File: config.mk
export PLATFORM = sky130hd
export DESIGN_NAME = tlm_mem_arbiter
export DESIGN_NICKNAME = d
export VERILOG_FILES = /design/src/rtl/tlm_mem_arbiter.sv
export SDC_FILE = /design/constraint.sdc
export NUM_CORES = 1
export LEC_CHECK = 0
export CAP_MARGIN = 20
export CORE_ASPECT_RATIO = 1.75
export CORE_UTILIZATION = 30
export CTS_BUF_LIST = sky130_fd_sc_hd__clkbuf_2 sky130_fd_sc_hd__clkbuf_4 sky130_fd_sc_hd__clkbuf_8
export CTS_CLUSTER_SIZE = 30
export DETAILED_ROUTE_END_ITERATION = 6
export GPL_ROUTABILITY_DRIVEN = 1
export SLEW_MARGIN = 5
export SYNTH_ARGS = -nofsm -noshare
export SYNTH_HDL_FRONTEND = slang
export SYNTH_SLANG_ARGS = --single-unit
File: constraint.sdc
create_clock -name clk_i -period 1.99 [get_ports clk_i]
set_clock_uncertainty 0.15 [all_clocks]
set_input_delay 0.398 -clock clk_i [delete_from_list [all_inputs] [get_ports clk_i]]
set_output_delay 0.398 -clock clk_i [all_outputs]
set_load 0.02 [all_outputs]
File: src/rtl/tlm_mem_arbiter.sv
// Round-robin arbiter sharing one single-port, registered-address 32-bit memory between
// NUM_REQ requesters; partial-byte writes are done as read-modify-write.
module tlm_mem_arbiter #(
    parameter int unsigned NUM_REQ = 2,
    parameter int unsigned DEPTH   = 256,
    parameter int unsigned PTR_W   = $clog2(NUM_REQ)
) (
    input  logic                  clk_i,
    input  logic                  rst_i,
    input  logic [NUM_REQ-1:0]    req_valid_i,
    output logic [NUM_REQ-1:0]    req_ready_o,
    input  logic [NUM_REQ-1:0]    req_write_i,
    input  logic [NUM_REQ*32-1:0] req_addr_i,
    input  logic [NUM_REQ*32-1:0] req_wdata_i,
    input  logic [NUM_REQ*4-1:0]  req_be_i,
    output logic [NUM_REQ-1:0]    rsp_valid_o,
    output logic [31:0]           rsp_rdata_o,
    output logic [1:0]            rsp_status_o,
    output logic [31:0]           mem_addr_o,
    output logic [31:0]           mem_data_o,
    output logic                  mem_we_o,
    input  logic [31:0]           mem_q_i
);

    typedef enum logic [2:0] {StIdle, StRdIssue, StRdData, StWr, StResp} state_e;

    state_e           state_q, state_d;
    logic [PTR_W-1:0] ptr_q, ptr_d;
    logic [PTR_W-1:0] idx_q, idx_d;
    logic             write_q, write_d;
    logic [31:0]      addr_q, addr_d;
    logic [31:0]      wdata_q, wdata_d;
    logic [3:0]       be_q, be_d;
    logic [31:0]      data_q, data_d;
    logic [1:0]       status_q, status_d;

    logic [PTR_W-1:0] gnt_idx;
    logic             gnt_any;
    int unsigned      cand;
    logic             sel_write;
    logic [31:0]      sel_addr;
    logic [31:0]      sel_wdata;
    logic [3:0]       sel_be;
    logic [31:0]      merged;

    // First valid requester searching upward from ptr+1, wrapping.
    always_comb begin
        gnt_any = 1'b0;
        gnt_idx = '0;
        cand    = 0;
        for (int unsigned i = 1; i <= NUM_REQ; i++) begin
            cand = (32'(ptr_q) + i) % NUM_REQ;
            if (!gnt_any && req_valid_i[cand]) begin
                gnt_any = 1'b1;
                gnt_idx = PTR_W'(cand);
            end
        end
    end

    always_comb begin
        sel_write = req_write_i[gnt_idx];
        sel_addr  = req_addr_i[32*gnt_idx +: 32];
        sel_wdata = req_wdata_i[32*gnt_idx +: 32];
        sel_be    = req_be_i[4*gnt_idx +: 4];
    end

    always_comb begin
        merged = '0;
        for (int b = 0; b < 4; b++) begin
            merged[8*b +: 8] = be_q[b] ? wdata_q[8*b +: 8] : mem_q_i[8*b +: 8];
        end
    end

    always_comb begin
        state_d  = state_q;
        ptr_d    = ptr_q;
        idx_d    = idx_q;
        write_d  = write_q;
        addr_d   = addr_q;
        wdata_d  = wdata_q;
        be_d     = be_q;
        data_d   = data_q;
        status_d = status_q;
        unique case (state_q)
            StIdle: begin
                if (gnt_any) begin
                    ptr_d    = gnt_idx;
                    idx_d    = gnt_idx;
                    write_d  = sel_write;
                    addr_d   = sel_addr;
                    wdata_d  = sel_wdata;
                    be_d     = sel_be;
                    data_d   = '0;
                    status_d = 2'd0;
                    if (sel_addr >= DEPTH) begin
                        status_d = 2'd1;
                        state_d  = StResp;
                    end else if (!sel_write) begin
                        state_d = StRdIssue;
                    end else if (sel_be == 4'hF) begin
                        data_d  = sel_wdata;
                        state_d = StWr;
                    end else if (sel_be == 4'h0) begin
                        state_d = StResp;
                    end else begin
                        state_d = StRdIssue;
                    end
                end
            end
            StRdIssue: state_d = StRdData;
            StRdData: begin
                data_d  = write_q ? merged : mem_q_i;
                state_d = write_q ? StWr : StResp;
            end
            StWr:    state_d = StResp;
            StResp:  state_d = StIdle;
            default: state_d = StIdle;
        endcase
    end

    always_ff @(posedge clk_i) begin
        if (rst_i) begin
            state_q  <= StIdle;
            ptr_q    <= PTR_W'(NUM_REQ - 1);
            idx_q    <= '0;
            write_q  <= 1'b0;
            addr_q   <= '0;
            wdata_q  <= '0;
            be_q     <= '0;
            data_q   <= '0;
            status_q <= '0;
        end else begin
            state_q  <= state_d;
            ptr_q    <= ptr_d;
            idx_q    <= idx_d;
            write_q  <= write_d;
            addr_q   <= addr_d;
            wdata_q  <= wdata_d;
            be_q     <= be_d;
            data_q   <= data_d;
            status_q <= status_d;
        end
    end

    // Memory pins come only from registered state, never from req_* inputs.
    always_comb begin
        req_ready_o  = '0;
        rsp_valid_o  = '0;
        rsp_rdata_o  = '0;
        rsp_status_o = '0;
        mem_addr_o   = '0;
        mem_data_o   = '0;
        mem_we_o     = 1'b0;
        if (state_q == StIdle && gnt_any) begin
            req_ready_o[gnt_idx] = 1'b1;
        end
        if (state_q == StRdIssue || state_q == StRdData || state_q == StWr) begin
            mem_addr_o = addr_q;
        end
        if (state_q == StWr) begin
            mem_we_o   = 1'b1;
            mem_data_o = data_q;
        end
        if (state_q == StResp) begin
            rsp_valid_o[idx_q] = 1'b1;
            rsp_rdata_o        = data_q;
            rsp_status_o       = status_q;
        end
    end

endmodule

## Word-level counts from Yosys, hierarchy flattened

Cells that the tools add are included.

| storage, ports and cells | value |
|---|---|
| word-level logic and storage cells | 78 |
| output and inout bits | 103 |
| register bits after elaboration | 108 |

| cells by class | value |
|---|---|
| muxes and demuxes | 39 |
| shift-type cells | 3 |
| equality and inequality tests | 6 |
| reduce and logical (&&, ||, !) cells | 12 |
| $lt $le $gt $ge | 7 |
| add/subtract/negate cells | 2 |

Operators by type and width:

| cell | count |
|---|---|
| $mux 32 | 8 |
| $shiftx 64x7->32 | 2 |
| $pmux 32 s2 | 1 |
| $ge 32x9->1 const B | 1 |
| $mux 8 | 4 |
| $mux 3 | 6 |
| $mux 1 | 14 |
| $pmux 3 s4 | 1 |
| $lt 1x2->1 const B | 4 |
| $shiftx 8x4->4 | 1 |
| $eq 3x2->1 const B | 2 |
| $mux 2 | 3 |
| $eq 4x4->1 const B | 1 |
| $logic_and 1x1->1 | 4 |
| $logic_not 4->1 | 1 |
| $reduce_and 2->1 | 2 |
| $eq 3x1->1 const B | 1 |
| $eq 3x3->1 const B | 1 |
| $logic_not 3->1 | 1 |
| $add 1x1->1 const B | 2 |
| $demux 1 s1 | 2 |
| $ge 1x1->1 const B | 2 |
| $logic_or 1x1->1 | 2 |
| $ne 2x2->1 const B | 1 |
| other kinds (2) | 2 |

## Longest topological paths before layout

Gate-level depths: netlist of the first run.

| depth | value |
|---|---|
| word-level depth | 15 |
| depth in mapped cells | 6 |
| mapped depth without buffers | 5 |

## Worst setup path before layout of the first run

No wires, ideal clock.

| path | value |
|---|---|
| kind | register to output |
| start | register state_q[0] |
| end | output rsp_valid_o[0] |
| stages on the path, launching flop included | 6 |
| path slack | 46 ps |
| path buffers | 2 |
| data arrival time | 1,396 ps |
| data required time | 1,442 ps |
| cells stage by stage | dfxtp_1 buf_2 nor2_1 clkbuf_1 nand2_1 nor2_1 |

| between the ends | value |
|---|---|
| longest elaborated chain between the ends | 2 |

RTL lines:

| what | RTL line | RTL |
|---|---|---|
| from (decl) | 27 | `state_e state_q, state_d;` |
| from (signal assigned) | 123 | `state_q <= StIdle;` |
| from (signal assigned) | 133 | `state_q <= state_d;` |
| $eq 3x3->1 | 164 | `if (state_q == StResp) begin` |
| $mux 2 | 164 |  |
| to (decl) | 16 | `output logic [NUM_REQ-1:0] rsp_valid_o,` |

No other way between the ends.

## Worst setup path after layout of the first run

| path | value |
|---|---|
| start | register state_q[1] |
| end | output mem_data_o[27] |

| between the ends | value |
|---|---|
| longest elaborated chain between the ends | 2 |

RTL lines:

| what | RTL line | RTL |
|---|---|---|
| $eq 3x2->1 | 160 | `if (state_q == StWr) begin` |
| $mux 32 | 160 |  |
| to (decl) | 20 | `output logic [31:0] mem_data_o,` |

No other way between the ends.

==> flow_summary.yaml, run 1 <==
global_routing:
  grt_max_degree: 47
  grt_pass1_vias: 6445
  antenna_found_initial: 1
  grtUsageTotal: 0.212
  gr-total-overflow: 0
  grt_first_pass_wirelength_mm: 33.7
placed_design:
  place.gp.congestion: 0.868
  place_ws_ns: -0.467
  io_buffer_count: 275
  hpwl_mm: 16.2
outcome:
  status: "finished with violations"
  violations: "setup timing"
yosys:
  synth_fp_nets: 884
  ys_types: 37
  ys_ff_latch: 107
  syn_inst: 710
  avgSynthCellArea_um2: 8.52
  synth-seq-area-share: 0.354
  yosysWarnings: 0
  netlist_area_mm2: 0.00605
floorplan:
  fp-row-count: 68
  die_w_um: 109
  ioPinCount: 277
  core_area_mm2: 0.0197
  die_h_um: 190
  start_util: 0.307
  die_area_mm2: 0.0208
cts:
  postCtsHoldBufs: 0
  cts.sinks: 107
  cts_made_buffers: 9
  clock_latency_ns: 0.37
  htree_levels: 3
  cts_tree: "yes"
  cts-root-buf: "clkbuf_8"
  path_clk_slew_ns: 0.11
  clockBufferDepth: 2
min_path:
  whs_path_depth: 3
  min_path_type: "in -> reg"
cells_and_area:
  fillerInstances: 1899
  finish.net_count: 1209
  layout-drive-gt1-share: 0.329
  area_growth_pct: 76.7
  finish.utilization: 0.542
timing:
  fin_ws_ns: -0.106
  timing_hold_violations_final: 0
  rsz0062_at_grt: "true"
  setup_viol: 70
  fin_crit_ns: 2.10
  whs_ns: 0.269
  finalCritPeriodShare: 1.05
  fmax_mhz: 477
  maxSlewViolCount: 0
worst_setup_path:
  worstPathMaxFanout: 4
  ff2ff_setup_slack_ns: 0.04
  worstReg2RegStart: "state_q[1]"
  ff2ff_path_depth: 10
  reg2reg_to: "data_q[30]"
  critPathCaptureType: "output pin"
  critPathLaunchType: "flop"
  critPathKind: "reg -> out"
  critical_path_required_ns: 1.44
  crit_arrival_ns: 1.55
  worstSetupEndpoint: "mem_data_o[27]"
  startpoint: "state_q[1]"
power:
  total_power_mw: 5.60
  ir_drop_mv: 0.342
  p_leak_nw: 4.63
  p_per_area_mw_per_mm2: 523
drt:
  postRouteAntennaNets: 0
  vias_per_cell: 5.16
  drt_wl_total_mm: 24.1
  drt-pass1-iter-count: 4
  routedWlPerCell_um: 18.7
  via_count: 6637
  remaining_drc_errors: 0
  drtIter0Drc: 176
job:
  cap_violations: 0
## state kept, by name, indices dropped and copies added (netlist names)
name and flops:
addr_q 32, be_q 4, data_q 32, idx_q 1
ptr_q 1, state_q 3, status_q 1, wdata_q 32
write_q 1
## cells by family after synthesis
| group | Yosys count | share of synthesized area |
|---|---|---|
| AND/OR/NAND/NOR | 254 | 0.216 |
| buffers and inverters | 67 | 0.0535 |
| AO/OA/AOI/OAI | 180 | 0.202 |
| multiplexers | 101 | 0.174 |
| flip-flops | 107 | 0.354 |
| other | 1 | 0.000620 |
## per-stage QoR
stage               setup TNS, ns  area (um^2)  cells
CTS                         -6.53         9890   1264
detailed placement         -40.23         9530   1243
global route               -12.38        10700   1286
finish                      -4.55        10700   1286
global placement           -38.55         9530   1243
floorplan                       0         6050    710
## routing by layer
layer  wire, um  track usage
met1       8830        0.223
met2      13400        0.400
met4        754       0.0969
met5          0            0
met3       1040       0.0319
## cells in the final DEF, fill, tap and decap left out, types with 4 or more instances in the layout
master / n
a211o_1: 32
a211oi_1: 69
a21oi_1: 26
a21oi_2: 11
and2_1: 22
and2_4: 12
and3_1: 39
and3_4: 30
buf_12: 15
buf_2: 8
buf_4: 84
buf_6: 51
buf_8: 4
clkbuf_16: 8
clkbuf_8: 11
clkdlybuf4s15_2: 35
clkdlybuf4s50_1: 148
dfxtp_1: 104
dlymetal6s2s_1: 24
mux2_2: 32
mux2i_1: 68
nand2_1: 9
nor2_1: 104
nor4_1: 4
nor4_2: 10
o21ai_0: 9
o21ai_1: 25
## layout make-up
cell class                      instances  area (um^2)  area share
Timing Repair Buffer                  380         4060       0.380
Multi-Input combinational cell        537         3950       0.370
Sequential cell                       107         2150       0.201
Tap cell                              245          307      0.0287
Clock buffer                           11          151      0.0142
Clock inverter                          5         67.6     0.00632
Antenna cell                            1         2.50    0.000234
## critical path: stages, from the launching register on
cell	delay, ns
dfxtp_4	0.38
nor2b_4	0.20
buf_12	0.15
clkbuf_16	0.15
and3_4	0.18
buf_6	0.11
## cells in the mapped netlist
library cell  count  area share
nor3_1            2      0.0017
and3_1           69       0.071
o21ai_1           5      0.0041
or3_1             1      0.0010
and2b_1           1      0.0012
nand2_1           9      0.0056
buf_6             1      0.0019
o21bai_1          1      0.0012
o21ai_0          30       0.025
nor3_2            1      0.0017
mux2i_1          69        0.11
nand3b_1          1      0.0012
nor3_4            1      0.0027
nand4_1           3      0.0031
clkbuf_1         40       0.025
a211oi_1         70       0.087
a31o_2            1      0.0014
nand2b_1          1      0.0010
o21ai_2           1      0.0014
buf_1             2      0.0012
a211o_1          32       0.046
o211ai_1          2      0.0025
mux2_2           32       0.060
nand2_2           2      0.0021
nor3b_1           1      0.0012
nor2_1          108       0.067
nor2b_1           2      0.0021
dfxtp_1         107        0.35
buf_2            16       0.013
conb_1            1     0.00062
and2_1           34       0.035
a21boi_4          1      0.0031
buf_4             6      0.0074
a21oi_1          37       0.031
nand3_1           4      0.0033
buf_8             2      0.0050
nor4_1           14       0.014
## repair_timing
action | in CTS | in global routing
gates resized for setup | 473 | 152
setup buffers | 2 | 11
hold endpoints to repair | 0 | 0
endpoints found under the setup margin | 130 | 194
cloned | 3 | 10
pin swaps | 8 | 23
## power breakdown
part	internal, mW	switching, mW	leakage, nW
logic	0.924	0.735	3.63
clock network	0.670	0.806	0.112
registers	2.34	0.117	0.888
## worst min-delay path by stage
stage	from	end	slack (ns)
finish	req_addr_i[28]	addr_q[28]	0.27
global route	req_addr_i[29]	addr_q[29]	0.26
CTS	rst_i	idx_q	0.27
detailed placement	status_q[0]	status_q[0]	0.30
global placement	status_q[0]	status_q[0]	0.30
floorplan	status_q[0]	status_q[0]	0.28
No activity file was read; power rests on OpenSTA's default activity.
==> inputs of run 2 (changes only) <==
--- a/config.mk
+++ b/config.mk
@@ -5,7 +5,6 @@
 export SDC_FILE = /design/constraint.sdc
 export NUM_CORES = 1
 export LEC_CHECK = 0
-export CAP_MARGIN = 20
 export CORE_ASPECT_RATIO = 1.75
 export CORE_UTILIZATION = 30
 export CTS_BUF_LIST = sky130_fd_sc_hd__clkbuf_2 sky130_fd_sc_hd__clkbuf_4 sky130_fd_sc_hd__clkbuf_8
==> results of run 2 <==
The final DEF is identical to that of run 1; final timing and power are the same.
